**config.mk**
```make
export PLATFORM = sky130hd
export DESIGN_NAME = demux_rr_sched
export DESIGN_NICKNAME = d
export VERILOG_FILES = /design/src/rtl/demux_rr_sched.sv
export SDC_FILE = /design/constraint.sdc
export NUM_CORES = 1
export LEC_CHECK = 0
export BUFFER_PORTS_ARGS = -buffer_cell sky130_fd_sc_hd__buf_2
export CORE_MARGIN = 2
export CORE_UTILIZATION = 45
export DETAILED_ROUTE_END_ITERATION = 16
export HOLD_SLACK_MARGIN = 0.1
export PLACE_DENSITY = 0.74
export SKIP_LAST_GASP = 1
export SYNTH_ARGS = -nofsm -noshare
export SYNTH_HDL_FRONTEND = slang
export SYNTH_SLANG_ARGS = --single-unit
```
**constraint.sdc**
```tcl
create_clock -name clk -period 1.85 [get_ports clk]
set_input_delay 0 -clock clk [delete_from_list [all_inputs] [get_ports clk]]
set_output_delay 0 -clock clk [all_outputs]
set_load 0.01 [all_outputs]
```
**src/rtl/demux_rr_sched.sv**
```systemverilog
// demux_rr_sched: scheduler for a 1-to-4 demultiplexer.
// Steers a valid/ready input stream into four one-entry output holding
// registers. Steering is round-robin over free channels (mode 0) or chosen
// by in_dest (mode 1). The block also drives the demux select lines and
// counts accepted words.
module demux_rr_sched #(
    parameter int WIDTH = 8,
    parameter int CNT_W = 8
) (
    input  logic               clk,
    input  logic               rst,
    input  logic [WIDTH-1:0]   in_data,
    input  logic               in_valid,
    output logic               in_ready,
    input  logic               mode,
    input  logic [1:0]         in_dest,
    output logic [4*WIDTH-1:0] out_data,
    output logic [3:0]         out_valid,
    input  logic [3:0]         out_ready,
    output logic [1:0]         sel,
    output logic [CNT_W-1:0]   xfer_cnt
);

    logic [WIDTH-1:0] chanData_q [4];
    logic [WIDTH-1:0] chanData_d [4];
    logic [3:0]       chanValid_q;
    logic [3:0]       chanValid_d;
    logic [1:0]       ptr_q;
    logic [1:0]       ptr_d;
    logic [CNT_W-1:0] cnt_q;
    logic [CNT_W-1:0] cnt_d;

    logic [3:0]       free;
    logic             anyFree;
    logic [1:0]       rrTarget;
    logic [1:0]       target;
    logic             xfer;
    logic [3:0]       load;

    // A channel is free when empty or when its consumer drains it this cycle.
    assign free    = ~chanValid_q | out_ready;
    assign anyFree = |free;

    // Round-robin pick: first free channel scanning upward from ptr.
    always_comb begin
        rrTarget = ptr_q;
        for (int k = 3; k >= 0; k--) begin
            if (free[ptr_q + 2'(k)]) begin
                rrTarget = ptr_q + 2'(k);
            end
        end
    end

    // Target, handshake and select resolution for the current mode.
    always_comb begin
        if (mode) begin
            target   = in_dest;
            in_ready = !rst && free[in_dest];
        end else begin
            target   = rrTarget;
            in_ready = !rst && anyFree;
        end
        sel  = target;
        xfer = in_valid && in_ready;
        load = xfer ? (4'b0001 << target) : 4'b0000;
    end

    // Next-state for channel registers, pointer and counter.
    always_comb begin
        ptr_d       = ptr_q;
        cnt_d       = cnt_q;
        chanValid_d = chanValid_q;
        for (int i = 0; i < 4; i++) begin
            chanData_d[i] = chanData_q[i];
            if (load[i]) begin
                chanData_d[i]  = in_data;
                chanValid_d[i] = 1'b1;
            end else if (chanValid_q[i] && out_ready[i]) begin
                chanValid_d[i] = 1'b0;
            end
        end
        if (xfer) begin
            cnt_d = cnt_q + 1'b1;
            if (!mode) begin
                ptr_d = target + 2'd1;
            end
        end
    end

    // State registers with synchronous reset that discards held data.
    always_ff @(posedge clk) begin
        if (rst) begin
            chanValid_q <= 4'b0000;
            ptr_q       <= 2'd0;
            cnt_q       <= '0;
            for (int i = 0; i < 4; i++) begin
                chanData_q[i] <= '0;
            end
        end else begin
            chanValid_q <= chanValid_d;
            ptr_q       <= ptr_d;
            cnt_q       <= cnt_d;
            for (int i = 0; i < 4; i++) begin
                chanData_q[i] <= chanData_d[i];
            end
        end
    end

    // Flatten channel registers onto the output bus.
    always_comb begin
        for (int i = 0; i < 4; i++) begin
            out_data[i*WIDTH +: WIDTH] = chanData_q[i];
        end
    end

    assign out_valid = chanValid_q;
    assign xfer_cnt  = cnt_q;

endmodule
```
Yosys cells after proc, flatten, opt, wreduce, memory -nomap -nowiden

Memories as Yosys holds them, arrays and structs flattened.
Index checks and enable logic that the tools add are counted.

Bits in registers: 14
RAM bits: 32
Output and inout bits: 47
Memories: 1

Memories:

| name       | words | width | rd ports | clocked after memory_dff | wr ports | line | RTL |
|---|---|---|---|---|---|---|---|
| chanData_q | 4     | 8     | 4        | 0                        | 4        | 24   | `logic [WIDTH-1:0] chanData_q [4];` |

Add/subtract/negate cells: 5
$lt $le $gt $ge: 5
Shift-type cells: 1
Multiplexer cells: 36
Bitwise operators: 7
Reductions and logical operators: 14

Operators by type and width:

| operator              | number |
|---|---|
| $mux W8               | 8 |
| $mux W1               | 17 |
| $lt A2 B3 Y1 const B  | 5 |
| $bmux W1 S2           | 5 |
| $mux W2               | 5 |
| $add A8 B1 Y8 const B | 1 |
| $reduce_bool A2 Y1    | 4 |
| $logic_and A1 B1 Y1   | 7 |
| $add A2 B1 Y2 const B | 2 |
| $add A2 B2 Y2 const B | 2 |
| $mux W4               | 1 |
| $not A4 Y4            | 1 |
| $or A1 B1 Y1          | 4 |
| $or A4 B4 Y4          | 1 |
| $reduce_or A4 Y1      | 1 |
| $shl A1 B2 Y4 const A | 1 |
| $reduce_and A2 Y1     | 1 |
| $logic_not A1 Y1      | 1 |
| $not A1 Y1            | 1 |

Depth between registers and ports, before layout

Word-level depth: 13
Depth in mapped cells: 8
Depth with buffers taken out: 7

Worst setup path after synthesis

Ideal clock, no wire load.

Path type: register -> register
From: register chanValid_q[3] (netlist: out_valid[3])
To: memory chanData_q[0][0]
Data arrival time: 1888 ps
Required time: 1735 ps
Path slack: -154 ps
Stages on the path, launching flop included: 8
Buffers on the path: 1
Period minus slack after synthesis: 2004 ps
Cell sequence: dfxtp_1 -> nand2b_4 -> mux4_2 -> o211a_1 -> nor3b_4 -> buf_6 -> and3_1 -> a31o_1

RTL lines:

| element                | line | RTL |
|---|---|---|
| from (decl)            | 26   | `logic [3:0] chanValid_q;` |
| from (signal assigned) | 100  | `chanValid_q <= chanValid_d;` |
| to (decl)              | 24   |  |

==> results.py <==
metrics = {
    "clock_tree": {
        "cts_root_buf": "clkbuf_8",
        "cts_tree": "yes",
        "numClockSinks": 46,
        "clk_path_buf_depth": 2,
        "clkTransAtPathRegs_ps": 90,
        "numCtsBuffers": 5,
        "h-tree-depth": 2,
        "clk_latency_ps": 300,
    },
    "floorplanning": {
        "die_w_um": 70.4,
        "coreArea_mm2": 0.00429,
        "row_count": 24,
        "dieArea_mm2": 0.00495,
        "die_h_um": 70.4,
        "boundaryPins": 65,
        "start_util": 0.462,
    },
    "logic_synthesis": {
        "avgSynthCellArea_um2": 9.63,
        "yosys_warnings": 0,
        "synth.area.top_cells": "dfxtp_1, and3_1, a21oi_1, a31o_1, a31o_2",
        "synth_top_area_frac": 0.464,
        "yosys_register_bits": 46,
        "ys_types": 44,
        "async_flop_share": 0,
        "yosys_most_used_dff": "dfxtp_1",
        "syn_nets": 225,
        "yosysSeqAreaShare": 0.464,
        "yosys.area.top_type": "dfxtp_1",
        "syn-cell-area_mm2": 0.00198,
        "syn_inst": 206,
        "synth_edf_count": 0,
    },
    "status": {
        "status": "finished with violations",
        "violations": "setup timing",
    },
    "layout": {
        "diodes": 0,
        "final_common_cell": "buf_2",
        "nets": 331,
        "layout_common_cells": "buf_2, dfxtp_1, buf_4",
        "area_delta_synth_final_pct": 54.4,
        "final_layout_size_suffix_gt1_frac": 0.527,
    },
    "critical_path": {
        "startpoint_type": "flop",
        "critPathRequiredTime_ps": 2050,
        "critPathArrivalTime_ps": 2170,
        "crit_fanout": 5,
        "path_class": "reg -> reg",
        "cp-end-kind": "flop",
    },
    "timing": {
        "hold_slack_ps": 131,
        "min_period_ps": 1980,
        "rsz0062_at_grt": "true",
        "clock.fmax_ghz": 0.506,
        "slew_violations": 0,
        "setup_viol": 34,
        "finClkSkew_ps": 4.42,
        "relSlewSlack": 0.736,
        "setup_ws_ps": -128,
        "final_hold_viol_count": 0,
        "worstMarginPinSlew_ps": 395,
        "post-route-period-util": 1.07,
    },
    "run": {
        "maxCapViolCount": 0,
    },
    "power": {
        "pwr-share-comb": 0.186,
        "internal-power_uw": 1520,
        "p_seq_frac": 0.503,
        "pwr_density_cell_mw_per_mm2": 681,
        "switching_share": 0.272,
        "clkPwrFrac": 0.311,
        "vdd_drop_max_mv": 0.443,
        "power.switching_uw": 567,
        "power_leakage_uw": 0.00141,
    },
    "detailed_routing": {
        "met2WireLength_um": 2900,
        "final_antenna_net_count": 0,
        "drc": 0,
        "routed.top_layer": "met4",
        "vias_per_cell": 5.54,
        "dr_wl_met3_um": 379,
        "drt_wl_total_um": 5950,
        "avgRoutedWirePerCell_um": 16.3,
        "drt_first_iter_violations": 138,
        "wl_met1_um": 2540,
        "routed-via-count": 2022,
        "first_pass_iters": 4,
    },
    "global_route": {
        "grt_pass1_wl_um": 9650,
        "grt_start_max_net_pins": 32,
        "antenna_found_initial": 0,
        "grt_pass1_vias": 1984,
        "grt_usage": 0.243,
        "overflow": 0,
    },
    "min_path": {
        "hp-class": "in -> reg",
    },
    "place": {
        "place.gp.congestion": 0.847,
        "post-place-ws_ps": -218,
        "io_buffer_count": 64,
        "hpwl_um": 3570,
    },
}
==> critical path: stages, from the launching register on <==
cell,delay [ps]
dfxtp_4,370
nand2b_4,60
mux4_2,500
o211a_4,270
nor3b_4,180
buf_4,150
and3_4,170
a31o_1,180
==> cells by family (layout without fill, tap and decap cells) <==
group	count (synthesis)	count (layout)	share of synthesized area
AO/OA/AOI/OAI	59	59	0.208
XOR/XNOR	7	7	0.0309
AND/OR/NAND/NOR	69	70	0.204
buffers and inverters	16	122	0.0372
multiplexers	8	8	0.0498
flip-flops	46	46	0.464
adder cells (fa/ha/maj)	1	1	0.00631
==> flip-flops by register name (all words and copies together), names as in the netlist <==
signal      flops
out_valid       4
ptr_q           2
chanData_q     32
xfer_cnt        8
==> cells in the mapped netlist (2+ instances only) <==
library cell and instances:
dfxtp_1 46, and3_1 18, a21oi_1 15, nor2_1 12, nand3_1 11, o21ai_0 10
a31o_1 8, a31o_2 8, clkbuf_1 7, nor2b_1 7, xor2_1 6, mux2_2 5
nand2_1 5, nand4_1 4, o21ai_1 4, o21a_1 3, a21o_1 2, buf_2 2
clkinv_1 2, inv_1 2, mux2i_1 2, nand2_2 2, nand2b_1 2, nand2b_4 2
o221ai_1 2
==> worst paths after layout <==
| path | to | start | depth (start not counted) | slack (ps) |
|---|---|---|---|---|
| setup / recovery | chanData_q[0][5]$_SDFFE_PP0P_ | out_valid[3]$_SDFFE_PP0P_ | 7 | -130 |
| hold / removal | out_valid[0]$_SDFFE_PP0P_ | out_ready[0] | 4 | 130 |
| setup reg to reg | chanData_q[0][5]$_SDFFE_PP0P_ | out_valid[3]$_SDFFE_PP0P_ | 7 | -130 |
| hold reg to reg | chanData_q[2][3]$_SDFFE_PP0P_ | chanData_q[2][3]$_SDFFE_PP0P_ | 2 | 480 |
==> routing by layer <==
| layer | track usage | up-vias |
|---|---|---|
| li1 | - | 971 |
| met1 | 0.306 | 952 |
| met2 | 0.400 | 85 |
| met3 | 0.0635 | 14 |
| met4 | 0.0876 | 0 |
| met5 | 0 | - |
==> metrics by stage <==
| stage | total power [µW] | cells | setup TNS, ps | cell area, µm² | util |
|---|---|---|---|---|---|
| 2_1_floorplan | 1220 | 206 | -421 | 2010 | - |
| 5_1_grt | 2160 | 365 | -4510 | 3060 | 0.713 |
| 3_3_place_gp | 1350 | 334 | -2840 | 2500 | 0.583 |
| 3_5_place_dp | 1350 | 334 | -3970 | 2500 | 0.583 |
| 6_report | 2090 | 365 | -2270 | 3060 | 0.713 |
| 4_1_cts | 2070 | 364 | -2300 | 3000 | 0.699 |
==> power by group through the flow <==
stage                     combinational, µW  sequential [µW]  clock, µW
after detailed placement                282             1070          0
final                                   389             1050        648
after global routing                    416             1050        695
after global placement                  279             1070          0
after floorplan                         141             1080          0
after CTS                               364             1050        656
==> area by class of cell <==
cell class / count / area (µm²)
clock inverters: 2 / 11.3
well taps: 52 / 65.1
flip-flops and latches: 46 / 933
multi-input cells: 145 / 1220
inverters: 4 / 20.0
repair buffers: 110 / 727
fillers: 310 / 1230
clock buffers: 6 / 82.6
==> what timing repair did <==
action,CTS,global route
hold buffers,8,0
gates cloned,4,0
buffers inserted,10,1
setup endpoints to repair,37,45
resized for setup,46,13
endpoints found under the hold margin,20,0
pin swaps,10,16
Power figures use the tool's default switching activity.
